<file path="config.mk">
export PLATFORM = sky130hd
export DESIGN_NAME = mem_port_arbiter_flat
export DESIGN_NICKNAME = d
export VERILOG_FILES = /design/src/rtl/mem_port_arbiter_if.sv /design/src/rtl/mem_port_arbiter.sv /design/src/flat_wrapper.sv
export SDC_FILE = /design/constraint.sdc
export NUM_CORES = 1
export LEC_CHECK = 0
export ABC_AREA = 0
export CORE_ASPECT_RATIO = 2
export CORE_MARGIN = 3
export CORE_UTILIZATION = 44
export CTS_BUF_LIST = sky130_fd_sc_hd__clkbuf_4
export CTS_CLUSTER_DIAMETER = 80
export DETAILED_ROUTE_END_ITERATION = 12
export PLACE_DENSITY_LB_ADDON = 0.25
export SYNTH_ARGS = -nofsm -noshare
export SYNTH_HDL_FRONTEND = slang
export SYNTH_SLANG_ARGS = --single-unit
</file>
<file path="constraint.sdc">
create_clock -name clk -period 5 [get_ports clk]
set_input_delay 1 -clock clk [delete_from_list [all_inputs] [get_ports clk]]
set_output_delay 1 -clock clk [all_outputs]
set_load 0.005 [all_outputs]
</file>
<file path="src/rtl/mem_port_arbiter_if.sv">
// Requester and memory-side bundle for mem_port_arbiter.
// master: the arbiter view (drives grants, read returns, memory port).
// slave : the environment view (requesters plus the memory's read data).
interface mem_port_arbiter_if;
  // instruction-fetch requester
  logic        if_req;
  logic [31:0] if_addr;
  logic        if_gnt;
  logic        if_rvalid;
  logic [31:0] if_rdata;
  // data-memory requester
  logic        dm_req;
  logic        dm_wr;
  logic [31:0] dm_addr;
  logic [31:0] dm_wdata;
  logic [1:0]  dm_length;
  logic        dm_sign;
  logic        dm_gnt;
  logic        dm_rvalid;
  logic [31:0] dm_rdata;
  logic        dm_err;
  // memory port
  logic        mem_enable;
  logic        mem_wr;
  logic [31:0] mem_addr;
  logic [31:0] mem_data_in;
  logic [1:0]  mem_length;
  logic        mem_sign;
  logic [31:0] mem_data_out;

  modport master (
    input  if_req, if_addr,
    output if_gnt, if_rvalid, if_rdata,
    input  dm_req, dm_wr, dm_addr, dm_wdata, dm_length, dm_sign,
    output dm_gnt, dm_rvalid, dm_rdata, dm_err,
    output mem_enable, mem_wr, mem_addr, mem_data_in, mem_length, mem_sign,
    input  mem_data_out
  );

  modport slave (
    output if_req, if_addr,
    input  if_gnt, if_rvalid, if_rdata,
    output dm_req, dm_wr, dm_addr, dm_wdata, dm_length, dm_sign,
    input  dm_gnt, dm_rvalid, dm_rdata, dm_err,
    input  mem_enable, mem_wr, mem_addr, mem_data_in, mem_length, mem_sign,
    output mem_data_out
  );
endinterface

</file>
<file path="src/rtl/mem_port_arbiter.sv">
// Two-requester (IF / DM) arbiter in front of a single-ported memory.
// IDLE -> ACC_x -> IDLE, so at most one access every two cycles; read data
// is captured at the end of the ACC cycle and returned with x_rvalid in the
// following IDLE cycle, which also re-arbitrates.
// Contention policy: define MEM_ARB_RR_EN for round-robin; otherwise DM has
// fixed priority and IF is forced through after STARVE_LIMIT consecutive
// losses.
module mem_port_arbiter #(
  parameter int STARVE_LIMIT = 4
) (
  input  logic                clk,
  input  logic                rst,
  mem_port_arbiter_if.master  bus,
  output logic                busy
);

  typedef enum logic [1:0] {IDLE, ACC_IF, ACC_DM} state_e;

  state_e      state_q, state_d;
  logic        if_gnt_q, if_gnt_d, dm_gnt_q, dm_gnt_d;
  logic        if_rvalid_q, if_rvalid_d, dm_rvalid_q, dm_rvalid_d;
  logic [31:0] if_rdata_q, if_rdata_d, dm_rdata_q, dm_rdata_d;
  logic        dm_err_q, dm_err_d;
  logic        mem_enable_q, mem_enable_d, mem_wr_q, mem_wr_d;
  logic [31:0] mem_addr_q, mem_addr_d, mem_data_in_q, mem_data_in_d;
  logic [1:0]  mem_length_q, mem_length_d;
  logic        mem_sign_q, mem_sign_d;
  logic        pick_if, pick_dm;

`ifdef MEM_ARB_RR_EN
  // 1: DM was granted last, so IF wins the next contention
  logic        rr_dm_last_q, rr_dm_last_d;
`else
  localparam logic [3:0] LIMIT = 4'(STARVE_LIMIT);
  logic [3:0]  starve_q, starve_d;
`endif

  // Winner selection in IDLE and policy-state update
  always_comb begin
    pick_if = 1'b0;
    pick_dm = 1'b0;
    if (state_q == IDLE) begin
      if (bus.if_req && bus.dm_req) begin
`ifdef MEM_ARB_RR_EN
        pick_if = rr_dm_last_q;
        pick_dm = !rr_dm_last_q;
`else
        pick_if = (starve_q == LIMIT);
        pick_dm = (starve_q != LIMIT);
`endif
      end else begin
        pick_if = bus.if_req;
        pick_dm = bus.dm_req;
      end
    end
`ifdef MEM_ARB_RR_EN
    rr_dm_last_d = pick_dm ? 1'b1 : (pick_if ? 1'b0 : rr_dm_last_q);
`else
    if (pick_if)                    starve_d = 4'd0;
    else if (pick_dm && bus.if_req) starve_d = starve_q + 4'd1;
    else                            starve_d = starve_q;
`endif
  end

  // Next-state and next-output computation; every output is registered so
  // all mem_* fields drop to zero on the ACC->IDLE edge
  always_comb begin
    state_d       = IDLE;
    if_gnt_d      = 1'b0;
    dm_gnt_d      = 1'b0;
    if_rvalid_d   = 1'b0;
    dm_rvalid_d   = 1'b0;
    dm_err_d      = 1'b0;
    if_rdata_d    = if_rdata_q;
    dm_rdata_d    = dm_rdata_q;
    mem_enable_d  = 1'b0;
    mem_wr_d      = 1'b0;
    mem_addr_d    = 32'd0;
    mem_data_in_d = 32'd0;
    mem_length_d  = 2'b00;
    mem_sign_d    = 1'b0;
    case (state_q)
      IDLE: begin
        if (pick_dm) begin
          state_d       = ACC_DM;
          dm_gnt_d      = 1'b1;
          // length 2'b11 is granted but never reaches the memory
          mem_enable_d  = (bus.dm_length != 2'b11);
          mem_wr_d      = bus.dm_wr;
          mem_addr_d    = bus.dm_addr;
          mem_data_in_d = bus.dm_wdata;
          mem_length_d  = bus.dm_length;
          mem_sign_d    = bus.dm_sign;
        end else if (pick_if) begin
          state_d      = ACC_IF;
          if_gnt_d     = 1'b1;
          mem_enable_d = 1'b1;
          mem_addr_d   = bus.if_addr;
          mem_length_d = 2'b10;
        end
      end
      ACC_IF: begin
        if_rvalid_d = 1'b1;
        if_rdata_d  = bus.mem_data_out;
      end
      ACC_DM: begin
        dm_rvalid_d = 1'b1;
        dm_err_d    = (mem_length_q == 2'b11);
        dm_rdata_d  = (mem_wr_q || mem_length_q == 2'b11) ? 32'd0 : bus.mem_data_out;
      end
      default: state_d = IDLE;
    endcase
  end

  // FSM and output registers; async reset clears mem_enable at once so an
  // in-flight write never lands
  always_ff @(posedge clk or negedge rst) begin
    if (!rst) begin
      state_q       <= IDLE;
      if_gnt_q      <= 1'b0;
      dm_gnt_q      <= 1'b0;
      if_rvalid_q   <= 1'b0;
      dm_rvalid_q   <= 1'b0;
      dm_err_q      <= 1'b0;
      if_rdata_q    <= 32'd0;
      dm_rdata_q    <= 32'd0;
      mem_enable_q  <= 1'b0;
      mem_wr_q      <= 1'b0;
      mem_addr_q    <= 32'd0;
      mem_data_in_q <= 32'd0;
      mem_length_q  <= 2'b00;
      mem_sign_q    <= 1'b0;
`ifdef MEM_ARB_RR_EN
      rr_dm_last_q  <= 1'b1;
`else
      starve_q      <= 4'd0;
`endif
    end else begin
      state_q       <= state_d;
      if_gnt_q      <= if_gnt_d;
      dm_gnt_q      <= dm_gnt_d;
      if_rvalid_q   <= if_rvalid_d;
      dm_rvalid_q   <= dm_rvalid_d;
      dm_err_q      <= dm_err_d;
      if_rdata_q    <= if_rdata_d;
      dm_rdata_q    <= dm_rdata_d;
      mem_enable_q  <= mem_enable_d;
      mem_wr_q      <= mem_wr_d;
      mem_addr_q    <= mem_addr_d;
      mem_data_in_q <= mem_data_in_d;
      mem_length_q  <= mem_length_d;
      mem_sign_q    <= mem_sign_d;
`ifdef MEM_ARB_RR_EN
      rr_dm_last_q  <= rr_dm_last_d;
`else
      starve_q      <= starve_d;
`endif
    end
  end

  assign busy            = (state_q != IDLE);
  assign bus.if_gnt      = if_gnt_q;
  assign bus.if_rvalid   = if_rvalid_q;
  assign bus.if_rdata    = if_rdata_q;
  assign bus.dm_gnt      = dm_gnt_q;
  assign bus.dm_rvalid   = dm_rvalid_q;
  assign bus.dm_rdata    = dm_rdata_q;
  assign bus.dm_err      = dm_err_q;
  assign bus.mem_enable  = mem_enable_q;
  assign bus.mem_wr      = mem_wr_q;
  assign bus.mem_addr    = mem_addr_q;
  assign bus.mem_data_in = mem_data_in_q;
  assign bus.mem_length  = mem_length_q;
  assign bus.mem_sign    = mem_sign_q;

endmodule

</file>
<file path="src/flat_wrapper.sv">
// flat-port wrapper written by rule: the top's interface ports become plain ports
module mem_port_arbiter_flat 
#(
  parameter int STARVE_LIMIT = 4
)
  (clk, rst, busy, bus_if_req, bus_if_addr, bus_if_gnt, bus_if_rvalid, bus_if_rdata, bus_dm_req, bus_dm_wr, bus_dm_addr, bus_dm_wdata, bus_dm_length, bus_dm_sign, bus_dm_gnt, bus_dm_rvalid, bus_dm_rdata, bus_dm_err, bus_mem_enable, bus_mem_wr, bus_mem_addr, bus_mem_data_in, bus_mem_length, bus_mem_sign, bus_mem_data_out);
  mem_port_arbiter_if bus_i ();
  input  logic clk;
  input  logic rst;
  output logic busy;
  input wire logic [$bits(bus_i.if_req)-1:0] bus_if_req;
  input wire logic [$bits(bus_i.if_addr)-1:0] bus_if_addr;
  output wire logic [$bits(bus_i.if_gnt)-1:0] bus_if_gnt;
  output wire logic [$bits(bus_i.if_rvalid)-1:0] bus_if_rvalid;
  output wire logic [$bits(bus_i.if_rdata)-1:0] bus_if_rdata;
  input wire logic [$bits(bus_i.dm_req)-1:0] bus_dm_req;
  input wire logic [$bits(bus_i.dm_wr)-1:0] bus_dm_wr;
  input wire logic [$bits(bus_i.dm_addr)-1:0] bus_dm_addr;
  input wire logic [$bits(bus_i.dm_wdata)-1:0] bus_dm_wdata;
  input wire logic [$bits(bus_i.dm_length)-1:0] bus_dm_length;
  input wire logic [$bits(bus_i.dm_sign)-1:0] bus_dm_sign;
  output wire logic [$bits(bus_i.dm_gnt)-1:0] bus_dm_gnt;
  output wire logic [$bits(bus_i.dm_rvalid)-1:0] bus_dm_rvalid;
  output wire logic [$bits(bus_i.dm_rdata)-1:0] bus_dm_rdata;
  output wire logic [$bits(bus_i.dm_err)-1:0] bus_dm_err;
  output wire logic [$bits(bus_i.mem_enable)-1:0] bus_mem_enable;
  output wire logic [$bits(bus_i.mem_wr)-1:0] bus_mem_wr;
  output wire logic [$bits(bus_i.mem_addr)-1:0] bus_mem_addr;
  output wire logic [$bits(bus_i.mem_data_in)-1:0] bus_mem_data_in;
  output wire logic [$bits(bus_i.mem_length)-1:0] bus_mem_length;
  output wire logic [$bits(bus_i.mem_sign)-1:0] bus_mem_sign;
  input wire logic [$bits(bus_i.mem_data_out)-1:0] bus_mem_data_out;
  assign bus_i.if_req = bus_if_req;
  assign bus_i.if_addr = bus_if_addr;
  assign bus_if_gnt = bus_i.if_gnt;
  assign bus_if_rvalid = bus_i.if_rvalid;
  assign bus_if_rdata = bus_i.if_rdata;
  assign bus_i.dm_req = bus_dm_req;
  assign bus_i.dm_wr = bus_dm_wr;
  assign bus_i.dm_addr = bus_dm_addr;
  assign bus_i.dm_wdata = bus_dm_wdata;
  assign bus_i.dm_length = bus_dm_length;
  assign bus_i.dm_sign = bus_dm_sign;
  assign bus_dm_gnt = bus_i.dm_gnt;
  assign bus_dm_rvalid = bus_i.dm_rvalid;
  assign bus_dm_rdata = bus_i.dm_rdata;
  assign bus_dm_err = bus_i.dm_err;
  assign bus_mem_enable = bus_i.mem_enable;
  assign bus_mem_wr = bus_i.mem_wr;
  assign bus_mem_addr = bus_i.mem_addr;
  assign bus_mem_data_in = bus_i.mem_data_in;
  assign bus_mem_length = bus_i.mem_length;
  assign bus_mem_sign = bus_i.mem_sign;
  assign bus_i.mem_data_out = bus_mem_data_out;
  mem_port_arbiter #(.STARVE_LIMIT(STARVE_LIMIT)) u_core (.clk(clk), .rst(rst), .bus(bus_i), .busy(busy));
endmodule
</file>
* Yosys cells after proc, flatten, opt, wreduce, memory -nomap -nowiden *
Cells that the tools add are included.

storage, ports and cells
  latch bits = 0
  flip-flop bits (word level) = 144
  RAM bits = 0
  logic and storage cells = 60
  input port bits = 136
  memories = 0
  output and inout bits = 139
  ROM bits = 0

operators by class
  shift-type cells = 0
  bitwise operators = 0
  reductions and logical operators = 6
  eq/ne operators = 6
  mux-type cells = 32
  divide/modulo/power cells = 0
  multiply operators = 0
  magnitude comparators = 0
  add/sub/neg operators = 1

operators with widths
  operator                                       count
  2-to-1 mux 32 bit                              6
  2-to-1 mux 1 bit                               19
  2-to-1 mux 2 bit                               5
  2-to-1 mux 4 bit                               2
  adder 4 x 1 -> 4 bit, second input constant    1
  == test 2 bit, second input constant           2
  == test 4 x 3 -> 1 bit, second input constant  1
  != test 4 x 3 -> 1 bit, second input constant  1
  nonzero test 2 bit                             2
  == test 2 x 1 -> 1 bit, second input constant  1
  logical AND 1 bit                              2
  zero test 2 bit                                1
  != test 2 bit, second input constant           1
  logical OR 1 bit                               1

* Longest topological paths before layout *
Gate-level depths: netlist of the first run.

  word-level depth = 6
  depth in mapped cells = 6
  depth with buffers taken out = 5

* Least setup slack after synthesis of the first run *
No wires, ideal clock.

  kind = input port to flip-flop
  start = in bus_dm_req
  end = reg u_core.mem_addr_q[22] (netlist: u_core.bus.mem_addr[22])
  required time = 4,862 ps
  stages on the path = 5
  path slack = 2,832 ps
  library setup time = 138 ps
  arrival time = 2,030 ps
  cells stage by stage = clkbuf_1 -> inv_1 -> o21ai_1 -> clkbuf_1 -> o22ai_1

on the way
  word-level cells in the longest chain between the ends = 6
  elaborated cells on any way between the ends = 8
  classes of those cells = mux: 7; reduce/logical: 1

ends and longest elaborated chain
  item                       line                     source
  start, declared            flat_wrapper.sv:16       input wire logic [$bits(bus_i.dm_req)-1:0] bus_dm_req;
  logical AND 1 bit          mem_port_arbiter.sv:43   if (bus.if_req && bus.dm_req) begin
  2-to-1 mux 1 bit           mem_port_arbiter.sv:43
  2-to-1 mux 1 bit           mem_port_arbiter.sv:42   if (state_q == IDLE) begin
  2-to-1 mux 32 bit          mem_port_arbiter.sv:94   end else if (pick_if) begin
  2-to-1 mux 32 bit (*)      mem_port_arbiter.sv:84   if (pick_dm) begin
  2-to-1 mux 32 bit (*)      mem_port_arbiter.sv:82   case (state_q)
  via u_core.mem_addr_d[22]  mem_port_arbiter.sv:25   logic [31:0] mem_addr_q, mem_addr_d, mem_data_in_q, mem_data_in_d;
  end signal, assigned       mem_port_arbiter.sv:149  mem_addr_q <= mem_addr_d;
  end, declared              mem_port_arbiter.sv:25

The timed path passes the listed nets; every way through them passes the cells marked *.
A chain may end at the register's enable or synchronous reset.

==> impl_results.md, run 1 <==
- Gr ovfl total: 0
- Yosys top cell by area: dfrtp_1
- CP Cell Sequence: nor2_4 -> inv_1 -> clkdlybuf4s50_1
- Cts hold-fix bufs: 0
- Detailed Place HPWL: 11.63 mm
- Setup crit end kind: primary output
- Skew final: 0.01468 ns
- Req. time, crit path: 4.00 ns
- Proportion of layout cells with a drive suffix above 1: 10.72%
- Max-slew violation count: 0
- CP startpoint kind: flop
- Vias in the first global route: 4,685
- Critical Path Max Stage Delay: 0.52 ns
- Buf/Inv on CP: 2
- Final Cycle Share: 54.01%
- Critical path origin: u_core.bus.if_gnt$_DFF_PN0_
- Slew HR: 21.20%
- EDFF count, synth: 0
- DRC viols: 0
- Vias: 4,379
- Clock sinks: 142
- Vias per cell: 5.257
- Most frequent cells in the layout: 273 x clkdlybuf4s50_1, 142 x dfrtp_1, 71 x nand2_1
- Register area share after synthesis: 68.06%
- Final Hold Viols: 0
- Leakage: 3.806 nW
- Cell at the root of the clock tree: clkbuf_4
- Clk_lat worst skew: 0.52 ns
- Asr flop ratio synth: 100.0%
- Main synth FF type: dfrtp_1
- Pin count of the biggest net entering global routing: 100
- Worst-path clk slew: 0.12 ns
- Netlist cell types: 27
- Post-synthesis register bit count: 142
- RR Endpoint: u_core.bus.mem_data_in[8]$_DFF_PN0_
- GP Congestion: 0.8276
- Setup_tns: 0 ns
- Post-route ant nets: 0
- Final setup viols: 0
- Synth top area share: 68.06%
- CTS tree: yes
- GRT Total Usage: 23.57%
- First-pass iteration count of the detailed router: 5
- Critical Path End: busy
- Pwr/cell area: 451.4 mW/mm^2
- Synth area leaders: dfrtp_1 68%, mux2_2 6.9%, a22o_1 5.4%, nand2_1 5.1%, and3_1 4.2%
- Final net count: 816
- Die X: 83.03 um
- Core footprint: 0.01142 mm^2
- Cts bufs inserted: 17
- Drt wl/cell: 18.64 um
- Post-cts resize count: 0
- IO Port Bufs: 274
- Die footprint: 0.01329 mm^2
- Synth-to-layout area growth: 60.46%
- Routed wire length: 15.53 mm
- Syn Inst Count: 411
- Initial antenna violation count: 1
- CP max FO: 5
- H-tree Lvls: 4
- Fillers: 816
- Worst path depth: 3
- CP Class: flop to primary output
- Initial DRC count: 168
- Max-cap violations: 0
- Worst Max-Slew Pin Slew: 1.182 ns
- Synthesis Warnings: 0
- FF-to-FF Start: u_core.starve_q[0]$_DFFE_PN0P_
- Average size of a mapped cell: 12.70 um^2
- R2r setup slk: 2.73 ns
- Critical Path Slowest Stage Cell: clkdlybuf4s50_1
- Crit-path leading delay family: buffers and inverters
- I/O pin count: 275
- Status: finished, final reports clean
- FF-to-FF path depth: 5
- Max frequency: 0.3703 GHz
- Syn_nets: 549
- RSZ-0062 raised after global routing: false
- CTS max path bufs: 2
- First-pass GRT wire length: 24.45 mm
- Worst vdd ir: 320.3 uV
- Initial Utilization: 45.71%
- Postcts setup bufs: 0
- Worst hold path class: primary input to asynchronous set/reset pin
- Tmin final: 2.700 ns
- Synthesized area: 0.005221 mm^2
- Post-Route Utilization: 73.34%
- FP Rows: 55
- Commonest non-fill, non-tap cell in the layout: clkdlybuf4s50_1
- Worst path arrival time: 1.70 ns
- Die height: 160.1 um
## worst reg2reg max path, stage by stage (launching register included)
cell and delay [ns]:
dfrtp_1 0.44, inv_1 0.08, ha_1 0.24, and3b_1 0.25
a21oi_2 0.89, and3_1 0.30
## area by class of cell
type | count | area [um^2] | area share (%)
clock inverters | 14 | 165.2 | 1.971
well taps | 142 | 177.7 | 2.121
repair buffers | 280 | 2789 | 33.29
multi-input cells | 231 | 1540 | 18.38
inverters | 6 | 22.52 | 0.2688
clock buffers | 17 | 127.6 | 1.523
flip-flops and latches | 142 | 3553 | 42.41
diodes | 1 | 2.502 | 0.02987
## cell families after synthesis
family,synth area share [%]
mux,6.902
compound gates,10.45
buf+inv,2.876
fa+ha+maj,0.4792
flops,68.06
simple gates,11.24
## layer usage
| metal | vias to the layer above | global-route usage (%) | share of wire [%] |
|---|---|---|---|
| met1 | 2143 | 23.34 | 33 |
| met2 | 230 | 44.33 | 56 |
| met5 | - | 0 | 0 |
| met3 | 36 | 6.866 | 7.7 |
| met4 | 0 | 10.49 | 2.9 |
| li1 | 1970 | - | - |
## registers in the layout (all words and copies together), names as in the netlist
name                    count
u_core.bus.dm_rdata        32
u_core.bus.if_rdata        32
u_core.bus.mem_addr        32
u_core.bus.mem_data_in     32
u_core.starve_q             4
u_core.bus.mem_length       2
u_core.bus.dm_err           1
u_core.bus.dm_gnt           1
u_core.bus.dm_rvalid        1
u_core.bus.if_gnt           1
u_core.bus.if_rvalid        1
u_core.bus.mem_enable       1
u_core.bus.mem_sign         1
u_core.bus.mem_wr           1
## worst min path at each step
stage | cells after the start | end | startpoint
2_1_floorplan | 1 | u_core.starve_q[3]$_DFFE_PN0P_ | u_core.starve_q[3]$_DFFE_PN0P_
3_3_place_gp | 1 | u_core.bus.dm_rdata[5]$_DFFE_PN0P_ | u_core.bus.dm_rdata[5]$_DFFE_PN0P_
3_5_place_dp | 1 | u_core.bus.dm_rdata[27]$_DFFE_PN0P_ | u_core.bus.dm_rdata[27]$_DFFE_PN0P_
4_1_cts | 1 | u_core.bus.dm_rdata[28]$_DFFE_PN0P_ | rst
5_1_grt | 1 | u_core.bus.dm_rdata[28]$_DFFE_PN0P_ | rst
6_report | 1 | u_core.bus.dm_rdata[28]$_DFFE_PN0P_ | rst
## per-stage QoR
step,hold WS (ns),cell area (um^2),worst slack (ns),std cells,total power [W]
global route,0.4109,8378,2.199,833,0.003992
global placement,0.4871,8083,2.130,801,0.003004
detailed placement,0.4909,8083,1.995,801,0.003065
CTS,0.3812,8376,2.243,832,0.003825
floorplan,0.4845,5221,2.832,411,0.002127
finish,0.4222,8378,2.300,833,0.003782
## report_power, final
| part | switching [W] | internal (W) |
|---|---|---|
| registers | 0.000172 | 0.00147 |
| clock network | 0.000407 | 0.000345 |
| logic | 0.000494 | 0.000890 |
| total | 0.00107 | 0.00271 |
## synthesized netlist by cell type, types with 2 or more instances
cell      count
nand3b_1      2
buf_2         6
clkbuf_1     26
o21ai_0       2
nand2_1      71
and3_1       35
mux2_2       32
o22ai_1      32
a21oi_1       4
nor2_1        3
a22o_1       32
inv_1         6
dfrtp_1     142
nand3_1       2
ha_1          2
nand2b_1      3
No activity file was read; power rests on OpenSTA's default activity.
==> inputs of run 2 (changes only) <==
- CORE_UTILIZATION: 44 -> 37
- clock period: 5 -> 2.25 ns (I/O delays scaled with it)
==> impl_results.md, run 2 (synthesized netlist as in run 1, its figures left out) <==
- FF/Latch Area: 0.003556 mm^2
- Post-route ant nets: 0
- Cell at the root of the clock tree: clkbuf_4
- Final Cycle Share: 90.82%
- IO Port Bufs: 274
- Worst vdd ir: 621.6 uV
- Req. time, crit path: 1.80 ns
- Vias: 4,302
- FF-to-FF Start: u_core.starve_q[0]$_DFFE_PN0P_
- Setup crit end kind: primary output
- Skew final: 0.02479 ns
- Fillers: 1,141
- Initial antenna violation count: 1
- Clock sinks: 142
- Setup_tns: 0 ns
- Pwr/cell area: 975.6 mW/mm^2
- Pin count of the biggest net entering global routing: 100
- Gr ovfl total: 0
- Max-cap violations: 0
- Final Hold Viols: 0
- GRT Total Usage: 19.96%
- Initial Utilization: 38.21%
- Worst Max-Slew Pin Slew: 0.4440 ns
- GP Congestion: 0.7962
- RSZ-0062 raised after global routing: false
- First-pass iteration count of the detailed router: 4
- Die X: 90 um
- Worst path arrival time: 1.59 ns
- CP startpoint kind: flop
- CP max FO: 4
- CTS tree: yes
- First-pass GRT wire length: 24.50 mm
- Multi-input gate area: 0.001540 mm^2
- Final net count: 823
- Max-slew violation count: 0
- CTS max path bufs: 2
- Cts bufs inserted: 17
- Proportion of layout cells with a drive suffix above 1: 11.89%
- Synth-to-layout area growth: 62.93%
- Worst hold path class: primary input to asynchronous set/reset pin
- Tmin final: 2.043 ns
- Routed wire length: 15.56 mm
- Final setup viols: 0
- Status: finished, final reports clean
- Commonest non-fill, non-tap cell in the layout: clkdlybuf4s50_1
- Clk_lat worst skew: 0.51 ns
- Initial DRC count: 134
- Post-Route Utilization: 62.26%
- CP Class: flop to primary output
- Slew HR: 70.40%
- Vias in the first global route: 4,582
- Vias per cell: 4.861
- Max frequency: 0.4894 GHz
- I/O pin count: 275
- Critical path origin: u_core.bus.dm_gnt$_DFF_PN0_
- DRC viols: 0
- Detailed Place HPWL: 11.80 mm
- Most frequent cells in the layout: 272 x clkdlybuf4s50_1, 140 x dfrtp_1, 71 x nand2_1
- Core footprint: 0.01366 mm^2
- H-tree Lvls: 4
- Die footprint: 0.01566 mm^2
- Worst-path clk slew: 0.14 ns
- Drt wl/cell: 17.58 um
- Die height: 174.0 um
- FP Rows: 60
- Leakage: 3.836 nW
## run 2: cell count changes in the layout (fill, tap and decap cells not counted), moves of 2 or more
cell,change
clkinv_4,+2
clkinv_2,-4
dfrtp_1,-2
dfrtp_2,+2
clkinvlp_4,+3
buf_12,+3
buf_4,+3
bufinv_16,-2
## run 2: stage by stage
step	std cells	cell area [um^2]	hold WS (ns)	power, W	setup WS (ns)
global route	885	8507	0.2750	0.008777	0.07800
detailed placement	850	8213	0.3137	0.006855	0.1937
CTS	884	8501	0.2629	0.008426	0.0002568
global placement	850	8213	0.3066	0.006737	0.2207
floorplan	411	5221	0.1544	0.004726	0.5669
finish	885	8507	0.3348	0.008299	0.2065
## run 2: final timing paths
check                                                 endpoint  slack (ns)  cells past startpoint
min reg2reg                 u_core.bus.dm_rdata[7]$_DFFE_PN0P_        0.52                      1
max reg2reg                   u_core.bus.mem_addr[7]$_DFF_PN0_        0.49                      6
min                        u_core.bus.if_rdata[30]$_DFFE_PN0P_        0.33                      2
max in group asynchronous          u_core.bus.dm_gnt$_DFF_PN0_        1.25                      3
max                                                 bus_dm_gnt        0.21                      2
min in group clk              u_core.bus.mem_addr[0]$_DFF_PN0_        0.47                      3
## run 2: critical path: stages, from the launching register on
cell and delay, ns:
dfrtp_2 0.42, buf_4 0.15, clkdlybuf4s50_1 0.52
## run 2: layout make-up
cell class,count,area share [%]
sequential,142,41.80
multi-input combinational,231,18.11
inverter,6,0.2647
antenna,1,0.02942
tap,186,2.736
clock buffer,18,1.588
timing repair buffer,287,33.90
clock inverter,14,1.574
## run 2: repair_timing
item | in CTS | in global routing
setup endpoints to repair | 1 | 1
setup buffers | 1 | 0
gates resized for setup | 1 | 2
hold endpoints to repair | 19 | 0
hold buffers | 1 | 0
## run 2: layer usage
| layer | track usage [%] | vias up | wire (um) |
|---|---|---|---|
| met5 | 0 | - | 0 |
| met4 | 5.946 | 0 | 191 |
| met3 | 7.233 | 13 | 1233 |
| met2 | 37.90 | 209 | 8728 |
| met1 | 19.99 | 2084 | 5403 |
| li1 | - | 1996 | - |
## run 2: where the power goes
part           switching, W  internal [W]  leakage [nW]
registers          0.000384       0.00328          1.80
clock network      0.000968      0.000576         0.134
logic               0.00109       0.00201          1.90
==> inputs of run 3 (changes only) <==
- GPL_TIMING_DRIVEN: unset -> 1
- SKIP_LAST_GASP: unset -> 1
==> results of run 3 <==
Same layout as run 2: the final DEF is identical, and so are final timing and power.
==> edit 1 (flow settings as in run 3) <==
Build with the macro `MEM_ARB_RR_EN` defined.
--- a/src/rtl/mem_port_arbiter.sv
+++ b/src/rtl/mem_port_arbiter.sv
@@ -6,4 +6,6 @@
 // fixed priority and IF is forced through after STARVE_LIMIT consecutive
 // losses.
+`define MEM_ARB_RR_EN
+
 module mem_port_arbiter #(
   parameter int STARVE_LIMIT = 4
Formal check against the unedited RTL: not equivalent (Yosys sat finds a counterexample within 4 cycles, from zero or initial values and one cycle with rst low).
==> edit 1 against run 3 <==
- design area decreased by 5.1%
- setup slack got worse by 0.072 ns
- wire length decreased by 9.9%
- via count decreased by 15%
- sequential cell count decreased by 3
- area after synthesis decreased by 7.3%
- total power increased by 6.6%
- critical path type unchanged
- largest cell class unchanged
==> edit 1: results (changes against run 3) <==
\begin{tabular}{lr}
\hline
Metric & Value \\
\hline
\multicolumn{2}{l}{\textbf{Clocking}} \\
\quad Setup repair bufs after CTS & 0 (-1) \\
\quad Resized cells post-CTS & 0 (-1) \\
\multicolumn{2}{l}{\textbf{Finish}} \\
\quad Number of signal-net inverters in the final layout & 4 (-2) \\
\quad Non-CTS buffers & 284 (-1.0\%) \\
\quad Ratio of cells with drive above 1 in the final layout & 12.4\% (+0.49 points) \\
\quad Clock-cell share & 3.41\% (+0.25 points) \\
\quad Total of fill cells in the finished design & 1006 (-12\%) \\
\quad Non-filler cells, final & 757 (-14\%) \\
\quad Fraction of area in multi-input gates & 15.5\% (-2.6 points) \\
\multicolumn{2}{l}{\textbf{Setup path}} \\
\quad Data arrival time at the worst-slack endpoint & 1.67 ns (+0.08 ns) \\
\quad Cell count of the worst reg-to-reg path & 4 (-2) \\
\quad Register-to-register path setup slack & 0.71 ns (+0.22 ns) \\
\multicolumn{2}{l}{\textbf{Synthesis}} \\
\quad Most frequent cells after synthesis & 138 x dfrtp\_1, 64 x a22o\_1, 35 x and2\_1, 32 x mux2\_2, 9 x buf\_2 \\
\quad Distinct cell type count after synthesis & 22 (-19\%) \\
\quad Main area contributors after synthesis & dfrtp\_1 71\%, a22o\_1 12\%, mux2\_2 7.4\% \\
\multicolumn{2}{l}{\textbf{Place}} \\
\quad HPWL after detailed placement & 10.9 mm (-7.3\%) \\
\quad Post-Place Cell Area & 7780 µm² (-5.2\%) \\
\quad Cell count after placement & 723 (-15\%) \\
\multicolumn{2}{l}{\textbf{Routing}} \\
\quad Final WL & 14.0 mm (-9.9\%) \\
\quad WL met3 & 1.05 mm (-15\%) \\
\quad Iteration-0 DRC Markers & 83 (-38\%) \\
\quad Total number of vias & 3660 (-15\%) \\
\multicolumn{2}{l}{\textbf{STA}} \\
\quad Final Skew & 0.0182 ns (-0.00658 ns) \\
\quad Slew at the pin with the worst max-slew slack & 0.484 ns (+0.0404 ns) \\
\quad Max Clock Freq & 473 MHz (-3.4\%) \\
\multicolumn{2}{l}{\textbf{Global routing}} \\
\quad Routing usage on met1 & 18.6\% (-1.4 points) \\
\quad Via count of the first global-routing pass & 4116 (-10\%) \\
\quad Global Route Usage Sum & 19.7\% (-0.24 points) \\
\quad Global-route wire length before repair & 21.5 mm (-12\%) \\
\quad Fraction of met2 tracks used by global routing & 37.2\% (-0.73 points) \\
\quad Global-route track usage on met3 & 5.96\% (-1.3 points) \\
\multicolumn{2}{l}{\textbf{Status}} \\
\quad Result of the run & finished clean \\
\multicolumn{2}{l}{\textbf{Die}} \\
\quad Tapcell Cnt & 150 (-19\%) \\
\multicolumn{2}{l}{\textbf{Pwr}} \\
\quad Leakage power of the design & 3.55 nW (-7.4\%) \\
\hline
\end{tabular}
[edit 1: kinds of logic (layout without fill, tap and decap cells)]
| kind of cell | count (synthesis) | count (layout) | share of synthesized area (%) |
|---|---|---|---|
| AO/OA/AOI/OAI | 70 | 70 | 12.7 |
| AND/OR/NAND/NOR | 45 | 45 | 5.64 |
| other | 0 | 1 | 0 |
| flip-flops | 139 | 139 | 71.9 |
| buffers and inverters | 25 | 320 | 2.35 |
| multiplexers | 32 | 32 | 7.45 |
[edit 1: worst paths after layout]
| kind | start | end |
|---|---|---|
| max | u_core.bus.dm_gnt | busy |
| min | rst | u_core.bus.if_rdata[28] |
| max reg2reg | u_core.bus.if_gnt | u_core.bus.dm_rdata[1] |
| min reg2reg | u_core.bus.dm_rdata[14] | u_core.bus.dm_rdata[14] |
| max in group asynchronous | rst | u_core.bus.dm_rdata[24] |
| min in group clk | bus_dm_wdata[4] | u_core.bus.mem_data_in[4] |
==> edit 2 (settings of run 3) <==
Made on the original files. Encoding of `state_e`: now one-hot (3 bits for 3 states).
--- a/src/rtl/mem_port_arbiter.sv
+++ b/src/rtl/mem_port_arbiter.sv
@@ -15,5 +15,5 @@
 );
 
-  typedef enum logic [1:0] {IDLE, ACC_IF, ACC_DM} state_e;
+  typedef enum logic [2:0] {IDLE = 3'b001, ACC_IF = 3'b010, ACC_DM = 3'b100} state_e;
 
   state_e      state_q, state_d;
Function: same outputs for any inputs over 10 cycles, from zero or initial values and one cycle with rst low; not proved beyond that.
==> edit 2 against run 3 <==
- sequential cell count grew 1
- wire length shrank 1.4%
- setup slack lost 0.028 ns
- synthesized cell count is the same
- design area grew 1.2%
- non-clock buffer count grew 2
- sequential share of layout area shrank 0.22 points
- via count shrank 0.88%
- area after synthesis grew 1.7%
- total power grew 15%
- largest cell class unchanged
==> edit 2: results (changes against run 3) <==
\begin{tabular}{lr}
\hline
Metric & Value \\
\hline
\multicolumn{2}{l}{\textbf{Setup path}} \\
\quad Highest fanout seen on the critical path & 3 (-1) \\
\quad Register-to-register path setup slack & 0.35 ns (-0.14 ns) \\
\quad Critical path's top delay family & flip-flops \\
\quad Highest-delay cell along the critical path & dfstp\_2 \\
\multicolumn{2}{l}{\textbf{Place}} \\
\quad Pre-CTS setup slack & 0.325 ns (+0.131 ns) \\
\quad Final weighted congestion in routability-driven placement & 0.777 (-2.4\%) \\
\multicolumn{2}{l}{\textbf{Routing}} \\
\quad Wire per inst & 17.2 µm (-2.3\%) \\
\quad Iteration-0 DRC Markers & 75 (-44\%) \\
\quad Vias per Instance & 4.77 (-1.8\%) \\
\multicolumn{2}{l}{\textbf{Synthesis}} \\
\quad Distinct cell type count after synthesis & 31 (+15\%) \\
\quad Main area contributors after synthesis & dfrtp\_1 67\%, mux2\_2 6.8\%, a22o\_1 5.3\% \\
\quad Sequential-to-total area share from yosys stat & 67.4\% (-0.68 points) \\
\quad Most frequent cells after synthesis & 142 x dfrtp\_1, 74 x nand2\_1, 35 x and2\_1 \\
\multicolumn{2}{l}{\textbf{Global routing}} \\
\quad Via count of the first global-routing pass & 4507 (-1.6\%) \\
\quad Pin count of the biggest net entering global routing & 68 (-32\%) \\
\quad Global Route Usage Sum & 19.3\% (-0.69 points) \\
\quad Global-route wire length before repair & 23.9 mm (-2.3\%) \\
\multicolumn{2}{l}{\textbf{Status}} \\
\quad Result of the run & finished clean \\
\multicolumn{2}{l}{\textbf{Finish}} \\
\quad Ratio of cells with drive above 1 in the final layout & 11.9\% (+0.058 points) \\
\quad Total of fill cells in the finished design & 1163 (+1.9\%) \\
\quad Nets & 828 (+0.61\%) \\
\multicolumn{2}{l}{\textbf{STA}} \\
\quad Slew at the pin with the worst max-slew slack & 0.517 ns (+0.0728 ns) \\
\quad Post-route worst hold slack & 0.443 ns (+0.108 ns) \\
\multicolumn{2}{l}{\textbf{Pwr}} \\
\quad Max IR drop VDD & 686 µV (+10\%) \\
\quad Leakage power of the design & 3.76 nW (-1.9\%) \\
\hline
\end{tabular}
-- edit 2: timing repair --
| item | CTS | global route |
|---|---|---|
| gates cloned | 0 | 0 |
| hold endpoints to repair | 48 | 0 |
| resized for setup | 2 | 0 |
| hold buffers | 1 | 0 |
| buffers inserted | 1 | 1 |
| endpoints found under the setup margin | 1 | 1 |
-- edit 2: per-layer routing --
layer / global-route usage (%) / share of wire [%]
met1: 18.9 / 35
met4: 6.39 / 1.6
met2: 35.9 / 54
met5: 0 / 0
met3: 8.02 / 9.4
-- edit 2: where the power goes --
| part | leakage [nW] | internal [W] | switching (W) |
|---|---|---|---|
| clock | 0.154 | 0.000699 | 0.00103 |
| combinational | 1.76 | 0.00248 | 0.00147 |
| sequential | 1.85 | 0.00345 | 0.000453 |
-- edit 2: cells by family (layout without fill, tap and decap cells) --
logic type	after synthesis	count (layout)	share of synthesized area, %
flip-flops	143	143	67.4
AND/OR/NAND/NOR	127	127	12.1
AO/OA/AOI/OAI	73	73	10.1
buffers and inverters	34	326	3.23
multiplexers	32	32	6.78
adder cells (fa/ha/maj)	2	2	0.471
other	0	1	0
-- edit 2: layout make-up --
type	instances	area, µm²	share of cell area (%)
multi-input cells	234	1580	18.3
well taps	189	236	2.75
clock inverters	15	173	2.00
diodes	1	2.50	0.0291
inverters	5	18.8	0.218
repair buffers	289	2900	33.6
flip-flops and latches	143	3580	41.6
clock buffers	17	128	1.48
-- edit 2: per-stage QoR --
step                      util (%)  cells  cell area, µm²  total power, W
final                         61.7    893            8610         0.00958
after global routing          61.7    893            8610          0.0102
after CTS                     61.6    891            8600         0.00971
after detailed placement      59.3    857            8280         0.00794
after global placement        59.3    857            8280         0.00780
after floorplan                  -    411            5310         0.00543
-- edit 2: worst max-delay path by stage --
stage                      start                   endpoint  slack (ns)  cells after the start
4_1_cts        u_core.state_q[0]                       busy        0.06                      3
3_5_place_dp          bus_if_req  u_core.bus.mem_data_in[4]        0.32                      5
6_report       u_core.state_q[0]                       busy        0.18                      3
5_1_grt        u_core.state_q[0]                       busy        0.06                      3
2_1_floorplan  u_core.state_q[0]                       busy        0.56                      4
3_3_place_gp          bus_if_req  u_core.bus.mem_data_in[0]        0.38                      5
